`src/rtl/glitch_cmd_master.sv`:
```
// Host-side command initiator: serialises requests to the injector UART and checks its replies.
// Optional stray-byte counter enabled by GLITCH_CMD_MASTER_STRAY_CNT_EN.
module glitch_cmd_master #(
   parameter int TIMEOUT_CYCLES = 1000000
) (
   input  logic        clk,
   input  logic        rst_n,
   input  logic        req_valid,
   output logic        req_ready,
   input  logic [3:0]  req_op,
   input  logic [31:0] req_value,
   output logic        rsp_valid,
   output logic [31:0] rsp_data,
   output logic [1:0]  rsp_code,
   output logic        tx_start,
   output logic [7:0]  tx_data,
   input  logic        tx_busy,
   input  logic        rx_done,
   input  logic [7:0]  rx_data,
   output logic [15:0] stray_cnt
);
   localparam int TW = $clog2(TIMEOUT_CYCLES + 1);
   localparam logic [1:0] K_NONE = 2'd0, K_GET = 2'd1, K_PING = 2'd2, K_ARM = 2'd3;

   typedef enum logic [2:0] {IDLE, SEND, TX_ARM, TX_WAIT, RX_WAIT, RESP} state_t;

   state_t        state, state_n;
   logic          alive;
   logic [39:0]   sh;
   logic [2:0]    tx_left, rx_left;
   logic [1:0]    kind;
   logic [31:0]   acc, res_data, rsp_data_q;
   logic [1:0]    res_code, rsp_code_q;
   logic [TW-1:0] tcnt;
   logic          accept;

   logic [7:0] d_cmd;
   logic       d_val, d_ok;
   logic [2:0] d_rsp;
   logic [1:0] d_kind;

   always_comb begin
      d_cmd  = 8'h00;
      d_val  = 1'b0;
      d_rsp  = 3'd0;
      d_kind = K_NONE;
      d_ok   = 1'b1;
      case (req_op)
         4'd0:  begin d_cmd = 8'hA0; d_val = 1'b1; end
         4'd1:  begin d_cmd = 8'hA1; d_val = 1'b1; end
         4'd2:  begin d_cmd = 8'hA2; d_val = 1'b1; end
         4'd3:  begin d_cmd = 8'hB0; d_rsp = 3'd4; d_kind = K_GET; end
         4'd4:  begin d_cmd = 8'hB1; d_rsp = 3'd4; d_kind = K_GET; end
         4'd5:  begin d_cmd = 8'hB2; d_rsp = 3'd4; d_kind = K_GET; end
         4'd6:  begin d_cmd = 8'hC0; d_rsp = 3'd1; d_kind = K_PING; end
         4'd7:  d_cmd = 8'h01;
         4'd8:  d_cmd = 8'h02;
         4'd9:  begin d_cmd = 8'h03; d_rsp = 3'd1; d_kind = K_ARM; end
         4'd10: d_cmd = 8'h04;
         default: d_ok = 1'b0;
      endcase
   end

   // alive keeps req_ready low until the first edge after reset release
   assign req_ready = alive && (state == IDLE);
   assign accept    = req_valid && req_ready;
   assign rsp_valid = (state == RESP);
   assign rsp_data  = rsp_data_q;
   assign rsp_code  = rsp_code_q;

   always_comb begin
      state_n  = state;
      res_data = 32'h0;
      res_code = 2'd0;
      tx_start = 1'b0;
      tx_data  = 8'h00;
      case (state)
         IDLE: begin
            if (accept) begin
               if (d_ok) begin
                  state_n = SEND;
               end else begin
                  state_n  = RESP;
                  res_code = 2'd3;
               end
            end
         end
         SEND: begin
            tx_data = sh[39:32];
            if (!tx_busy) begin
               tx_start = 1'b1;
               state_n  = TX_ARM;
            end
         end
         TX_ARM: state_n = TX_WAIT;
         TX_WAIT: begin
            if (!tx_busy) begin
               if (tx_left != 3'd0)      state_n = SEND;
               else if (rx_left != 3'd0) state_n = RX_WAIT;
               else                      state_n = RESP;
            end
         end
         RX_WAIT: begin
            // a byte arriving on the expiry cycle wins over the timeout
            if (rx_done) begin
               if (rx_left == 3'd1) begin
                  state_n  = RESP;
                  res_data = {24'h0, rx_data};
                  case (kind)
                     K_GET:  res_data = {acc[23:0], rx_data};
                     K_PING: if (rx_data != 8'h42) res_code = 2'd2;
                     K_ARM: begin
                        if (rx_data[7:1] == 7'b1111000) res_data = {31'h0, rx_data[0]};
                        else                            res_code = 2'd2;
                     end
                     default: res_data = 32'h0;
                  endcase
               end
            end else if (tcnt == TW'(TIMEOUT_CYCLES - 1)) begin
               state_n  = RESP;
               res_code = 2'd1;
            end
         end
         RESP: state_n = IDLE;
         default: state_n = IDLE;
      endcase
   end

   always_ff @(posedge clk or negedge rst_n) begin
      if (!rst_n) begin
         state      <= IDLE;
         alive      <= 1'b0;
         sh         <= 40'h0;
         tx_left    <= 3'd0;
         rx_left    <= 3'd0;
         kind       <= K_NONE;
         acc        <= 32'h0;
         tcnt       <= '0;
         rsp_data_q <= 32'h0;
         rsp_code_q <= 2'd0;
      end else begin
         state <= state_n;
         alive <= 1'b1;
         if (accept) begin
            sh      <= {d_cmd, req_value};
            tx_left <= d_val ? 3'd5 : 3'd1;
            rx_left <= d_rsp;
            kind    <= d_kind;
            tcnt    <= '0;
         end
         if (tx_start) begin
            sh      <= {sh[31:0], 8'h00};
            tx_left <= tx_left - 3'd1;
         end
         if (state == RX_WAIT) begin
            if (rx_done) begin
               acc     <= {acc[23:0], rx_data};
               rx_left <= rx_left - 3'd1;
               tcnt    <= '0;
            end else begin
               tcnt <= tcnt + 1'b1;
            end
         end
         if (state_n == RESP) begin
            rsp_data_q <= res_data;
            rsp_code_q <= res_code;
         end
      end
   end

`ifdef GLITCH_CMD_MASTER_STRAY_CNT_EN
   logic [15:0] stray;

   always_ff @(posedge clk or negedge rst_n) begin
      if (!rst_n)
         stray <= 16'h0;
      else if (rx_done && state != RX_WAIT && stray != 16'hFFFF)
         stray <= stray + 16'h1;
   end

   assign stray_cnt = stray;
`else
   assign stray_cnt = 16'h0;
`endif

endmodule

```
`config.mk`:
```
export PLATFORM = sky130hd
export DESIGN_NAME = glitch_cmd_master
export DESIGN_NICKNAME = d
export VERILOG_FILES = /design/src/rtl/glitch_cmd_master.sv
export SDC_FILE = /design/constraint.sdc
export NUM_CORES = 1
export LEC_CHECK = 0
export BUFFER_PORTS_ARGS = -buffer_cell sky130_fd_sc_hd__buf_2
export CORE_MARGIN = 2
export CORE_UTILIZATION = 55
export CTS_BUF_LIST = sky130_fd_sc_hd__clkbuf_16
export CTS_CLUSTER_DIAMETER = 30
export DETAILED_ROUTE_END_ITERATION = 8
export GPL_TIMING_DRIVEN = 0
export PLACE_DENSITY = 0.88
export REMOVE_ABC_BUFFERS = 1
export SLEW_MARGIN = 20
export SYNTH_ARGS = -nofsm -noshare
export SYNTH_HDL_FRONTEND = slang
export SYNTH_SLANG_ARGS = --single-unit
```
`constraint.sdc`:
```
create_clock -name clk -period 3.4 [get_ports clk]
set_clock_uncertainty 0.15 [all_clocks]
set_input_delay 1.02 -clock clk [delete_from_list [all_inputs] [get_ports clk]]
set_output_delay 1.02 -clock clk [all_outputs]
set_load 0.05 [all_outputs]
```
==> results of run 1 <==
==> kinds of logic (layout without fill, tap and decap cells) <==
family          count (synthesis)  after routing
compound gates                144            144
xor+xnor                        3              3
fa+ha+maj                       6              6
buf+inv                        61            137
flops                         130            130
mux                             2              2
other cells                     2             17
simple gates                  236            236
==> per-stage QoR <==
step                      hold WS [ps]  instance area [um^2]  total power, mW  std cells
after CTS                        326.9                  6904            5.443        811
final                            322.0                  6914            5.439        811
after floorplan                  289.6                  5600            3.134        548
after global placement           301.5                  6236            3.444        777
after detailed placement         313.3                  6275            3.535        778
after global routing             341.5                  6914            5.715        811
==> worst reg2reg max path, delay by kind of cell, from the launching register on <==
kind | cells | cell delay, ps
AND/OR/NAND/NOR | 3 | 1680
flip-flops | 1 | 520
AO/OA/AOI/OAI | 2 | 710
==> area by class of cell <==
type	count	share of cell area, %
clock buffers	17	6.153
clock inverters	15	2.606
inverters	10	0.5972
multi-input cells	408	33.80
flip-flops and latches	130	47.05
well taps	136	2.461
repair buffers	95	7.329
==> state kept, by name, indices dropped and copies added (netlist names) <==
| register | count |
|---|---|
| acc | 24 |
| alive | 1 |
| kind | 2 |
| rsp_code | 2 |
| rsp_data | 32 |
| rx_left | 3 |
| sh | 40 |
| state | 3 |
| tcnt | 20 |
| tx_left | 3 |
==> path summary, 6_finish.rpt <==
path | from | endpoint | slack, ps
min in group asynchronous | rst_n | rsp_data[24] | 450
hold / removal | tx_left[0] | tx_left[0] | 320
hold reg to reg | tx_left[0] | tx_left[0] | 320
setup reg to reg | state[1] | rsp_code[1] | 230
max in group asynchronous | rst_n | tcnt[17] | 1930
setup / recovery | rx_done | rsp_code[1] | 100
==> cell usage in the layout (no fill, tap or decap), drive strengths merged, types with 2 or more instances in the layout <==
master,instances
clkinvlp,2
a21oi,16
and2,14
a41oi,3
clkbuf,17
nand2b,11
nand4,2
a31oi,7
o211ai,3
nand3,16
o41ai,2
clkinv,5
nand2,100
nor3,4
o22ai,30
or3,3
a22oi,2
bufinv,3
nor4b,3
and3,4
and4,2
o21a,2
dfrtp,130
buf,95
a311oi,2
conb,17
a22o,43
nor2,62
o21ai,24
xor2,2
ha,6
mux2,2
or4,2
inv,15
nor3b,5
==> power by group <==
part           switching (mW)  internal (mW)  total (mW)
clock                   0.705           1.16        1.87
combinational           0.886          0.465        1.35
sequential              0.287           1.94        2.22
==> repair_timing <==
item                                    CTS  global route
endpoints found under the setup margin   40            63
gates resized for setup                   3             3
pin swaps                                 1             1
buffers inserted                          1             0
==> per-layer routing <==
| metal | track usage [%] | vias up | part of all wire [%] |
|---|---|---|---|
| li1 | - | 2203 | - |
| met1 | 30.70 | 2370 | 43 |
| met2 | 40.95 | 189 | 49 |
| met3 | 5.897 | 24 | 6.4 |
| met4 | 10.95 | 0 | 1.8 |
| met5 | 0 | - | 0 |
==> synthesized netlist by cell type, types with 3 or more instances <==
| cell type | n |
|---|---|
| nor3_1 | 4 |
| and3_1 | 4 |
| nand2_1 | 100 |
| nand3_1 | 16 |
| dfrtp_1 | 130 |
| o21ai_0 | 24 |
| o22ai_1 | 30 |
| or3_1 | 3 |
| a41oi_1 | 3 |
| nor3b_1 | 5 |
| buf_4 | 16 |
| nand2b_1 | 11 |
| a22o_1 | 42 |
| ha_1 | 6 |
| nor2_1 | 62 |
| buf_6 | 3 |
| a21oi_1 | 16 |
| a31oi_1 | 7 |
| inv_1 | 9 |
| o211ai_1 | 3 |
| buf_2 | 3 |
| and2_1 | 13 |
| clkbuf_1 | 27 |
==> results.toml, run 1 <==
[clock_tree]
numCtsBuffers = 17
clk_latency_ps = 420
cts_tree = "built"
cts-htree-levels = 4
cts_sinks = 130
root_buffer = "clkbuf_16"
clk_pin_slew_ps = 60
holdBufCountCts = 0
clock_path_buffers = 2

[sta]
period_needed_ps = 3304
slew_headroom_pct = 37.47
slew_violations = 0
rsz0062_at_grt = "no"
hold_viol = 0
fin_ws_ps = 96.40
fin_crit_sh_pct = 97.16
max_freq_mhz = 302.7
setup_viol = 0
tns_ps = 0
worst_pin_slew_ps = 914.4

[yosys]
synth.avg_cell_area_um2 = 9.969
synth_seq_cells = 130
synth_edf_count = 0
async_flop_share_pct = 100.0
synthDistinctLibCells = 59
yosysSeqAreaShare_pct = 55.88
yosys.area.top_type_share_pct = 55.88
synth_top_area_cell = "dfrtp_1"
synth_compound_area_share_pct = 17.49
synthXorXnorAreaFrac_pct = 0.4513
synth_simple_gate_area_share_pct = 18.96
synth_top_family_by_area = "simple AND/OR/NAND/NOR gates"
synthMuxAreaShare_pct = 0.3868
syn_inst = 584
synthTopCellsByArea = "dfrtp_1, nand2_1, a22o_1"
synth_top_flop_cell = "dfrtp_1"
synth_adder_area_share_pct = 1.289
ys_warn_count = 0
synth_area_um2 = 5822

[floorplanning]
core_area_um2 = 10320
die_h_um = 106.9
initial_core_util_pct = 56.39
fp-row-count = 37
io_pins = 110
dieArea_um2 = 11420
die_x_um = 106.9

[critical_path]
worst_setup_path_end_kind = "flip-flop"
cp.depth = 6
crit_buf_inv = 1
crit_required_ps = 3550
path_cells = "buf_2 -> nor4b_4 -> nand3_1 -> or4_4 -> a22o_4 -> a211o_1"
slowest_stage = "nor4b_4"
critPathKind = "in -> reg"
path_delay_family = "simple AND/OR/NAND/NOR gates"
worst-path-max-fanout = 33
r2r_cells = 5
critPathArrivalTime_ps = 3460
cp-start-kind = "input port"
max_stage_delay_ps = 720

[global_routing]
grt_use_total_pct = 24.63
grt_pass1_vias = 4742
grt_start_max_net_pins = 67
antenna_found_initial = 0
grt_pass1_wl_mm = 22.18
gr-total-overflow = 0

[routing]
drt-total-wl_mm = 13.31
drc = 0
vias = 4786
via_per_inst = 5.901
ant_nets = 0
firstDrtPassIters = 5
wire_per_inst_um = 16.41
drt_iter0_markers = 277

[power]
power.density_nw_per_um2 = 786.6
ir_worst_vdd_v = 0.0005054
leakage_nw = 3.432

[run_status]
status = "finished, final reports clean"

[final_layout]
seqCellArea_um2 = 3253
drive_gt1_share_pct = 20.74
final_util_pct = 66.97
final_nets = 717
syn2layout_area_growth_pct = 18.76
final.fill_count = 783
n_antenna_cell = 0
multi_input_area_um2 = 2337

[flow_run]
maxCapViolCount = 0

[place]
place.gp.congestion = 0.8663
dp_hpwl_mm = 8.238
io_buffer_count = 93
pre_cts_slack_ps = -589.1

[hold_path]
min_path_cells = 1
hp-class = "reg -> reg"
Power figures use the tool's default switching activity.
==> inputs of run 2 (changes only) <==
--- a/config.mk
+++ b/config.mk
@@ -5,14 +5,15 @@
 export SDC_FILE = /design/constraint.sdc
 export NUM_CORES = 1
 export LEC_CHECK = 0
-export BUFFER_PORTS_ARGS = -buffer_cell sky130_fd_sc_hd__buf_2
+export ABC_AREA = 1
 export CORE_MARGIN = 2
-export CORE_UTILIZATION = 55
+export CORE_UTILIZATION = 59
 export CTS_BUF_LIST = sky130_fd_sc_hd__clkbuf_16
 export CTS_CLUSTER_DIAMETER = 30
 export DETAILED_ROUTE_END_ITERATION = 8
+export DONT_BUFFER_PORTS = 1
 export GPL_TIMING_DRIVEN = 0
-export PLACE_DENSITY = 0.88
+export PLACE_DENSITY = 0.84
 export REMOVE_ABC_BUFFERS = 1
 export SLEW_MARGIN = 20
 export SYNTH_ARGS = -nofsm -noshare
==> run 2 against run 1 <==
- sequential share of layout area is 1.0 points higher
- register-to-register slack better by 170 ps
- flip-flop and latch count stayed put
- synthesized cell count is 21% higher
- largest cell class unchanged
- highest routed layer unchanged
==> results.toml, run 2 <==
[final_layout]
final_nets = 755
drive_gt1_share_pct = 11.52
final_util_pct = 65.86
n_antenna_cell = 0
largest_reg_flops = 40
layout_commonest_cell = "nand2_1"
most-common-layout-cells = "nand2_1, dfrtp_1, nor2_1"
top_register = "sh"
syn2layout_area_growth_pct = 9.337
fin_area_um2 = 6769

[floorplanning]
core_area_um2 = 10280
initial_core_util_pct = 60.24
die_x_um = 106.4
dieArea_um2 = 11330
io_pins = 110
fp-row-count = 37
die_h_um = 106.4

[routing]
drc = 0
wire_per_inst_um = 16.03
drt_iter0_markers = 255
drt-total-wl_mm = 13.59
vias = 4798
via_per_inst = 5.658
firstDrtPassIters = 5
ant_nets = 0

[yosys]
synth_area_um2 = 6191
synth_seq_cells = 130
ys_warn_count = 0
async_flop_share_pct = 100.0
syn_inst = 704
synth_top_flop_cell = "dfrtp_1"
synth_edf_count = 0
synthTopCellsByArea = "dfrtp_1, nand2_1, nor2_1"
netlist_top_cells_count = "nand2_1, dfrtp_1, nor2_1, inv_1, nand3_1"
synth.avg_cell_area_um2 = 8.794
synth_most_common_cell = "nand2_1"
yosysSeqAreaShare_pct = 52.55
synth_top_area_cell = "dfrtp_1"
yosys.area.top_type_share_pct = 52.55
synthDistinctLibCells = 42

[power]
switching_share_pct = 35.72
power.density_nw_per_um2 = 821.8
leakage_nw = 3.360
ir_worst_vdd_v = 0.0005320
combPwrFrac_pct = 23.2
switchingPower_mw = 1.987
internal_power_mw = 3.576
power.share.sequential_pct = 43.0
clkPwrFrac_pct = 33.7

[place]
place.gp.congestion = 0.8267
dpl-instance-area_um2 = 6165
dp_hpwl_mm = 8.608
pre_cts_slack_ps = 108.1
io_buffer_count = 0

[flow_run]
maxCapViolCount = 0

[clock_tree]
numCtsBuffers = 17
holdBufCountCts = 0
clk_pin_slew_ps = 60
cts_sinks = 130
cts_setup_buffers = 0
clock_path_buffers = 2
post_cts_resized = 0
cts_tree = "built"
clk_latency_ps = 410
root_buffer = "clkbuf_16"
cts-htree-levels = 4

[sta]
hold_viol = 0
slew_violations = 0
setup_viol = 0
fin_crit_sh_pct = 91.33
tns_ps = 0
rsz0062_at_grt = "no"
period_needed_ps = 3105
slew_headroom_pct = 31.79
timing.hold.ws_ps = 150.7
worst_pin_slew_ps = 1019
max_freq_mhz = 322.0
fin_ws_ps = 294.9

[global_routing]
met1_usage_pct = 30.39
grt_use_total_pct = 25.40
gr-total-overflow = 0
grt_util_met2_pct = 44.05
antenna_found_initial = 0
grt_start_max_net_pins = 131
grt_pass1_wl_mm = 22.59
grt_busiest_layer = "met2"
use_met3_pct = 7.296
grt_pass1_vias = 4832

[critical_path]
critPathArrivalTime_ps = 1940
worst_setup_path_end_kind = "primary output"
critPathKind = "reg -> out"
r2r_slack_ps = 400
cp-start-kind = "flip-flop"
crit_required_ps = 2230
worst-path-max-fanout = 9

[run_status]
status = "finished, final reports clean"

[hold_path]
hp-class = "in -> async"
==> run 2: cell types whose count changed after synthesis, sizes merged, moves of 22 or more <==
cell	delta
nand2	+91
inv	+59
a22o	-35
nor2	+32
clkbuf	-25
nand3	+22
==> run 2: worst paths after layout <==
check / end / from / depth (start not counted)
worst max-delay path: tx_data[4] / state[1] / 3
worst min-delay path: rsp_data[28] / rst_n / 0
worst max register to register: sh[39] / state[1] / 8
worst min register to register: rsp_data[28] / acc[20] / 2
max in group asynchronous: sh[6] / rst_n / 0
min in group clk: rsp_data[28] / acc[20] / 2
==> run 2: cell type report <==
cell class | count | area (um^2)
Inverter | 68 | 257.7
Multi-Input combinational cell | 483 | 2484
Tap cell | 136 | 170.2
Clock buffer | 17 | 425.4
Sequential cell | 130 | 3253
Fill cell | 840 | 3508
Clock inverter | 14 | 178.9
==> run 2: cell families (layout without fill, tap and decap cells) <==
kind of cell	count (synthesis)	count (layout)	share of synthesized area, %
other	2	17	0.1213
AND/OR/NAND/NOR	345	345	24.33
buffers and inverters	106	99	8.408
XOR/XNOR	4	4	0.5660
AO/OA/AOI/OAI	94	94	9.721
adder cells (fa/ha/maj)	6	6	1.213
flip-flops	130	130	52.55
multiplexers	17	17	3.092
==> run 2: through the flow <==
stage                     std cells  power, mW
after floorplan                 681      3.369
after global placement          817      3.576
after detailed placement        817      3.680
after CTS                       848      5.585
after global routing            848      5.852
final                           848      5.563
==> run 2: power groups by stage <==
stage | clock [mW] | combinational, mW | sequential (mW)
after floorplan | 0 | 1.05 | 2.32
after global placement | 0 | 1.20 | 2.37
after detailed placement | 0 | 1.28 | 2.40
after CTS | 1.90 | 1.30 | 2.39
after global routing | 1.97 | 1.44 | 2.45
final | 1.88 | 1.29 | 2.39
==> run 2: metal layers <==
layer	routed length (um)	share of wire, %
met5	0	0
met4	188	1.4
met3	1057	7.8
met2	6868	51
met1	5477	40
==> run 2: critical path, cell delays in order (launching register included) <==
cell and delay, ps:
dfrtp_1 420, inv_1 180, nand3_4 170, nor2_1 750
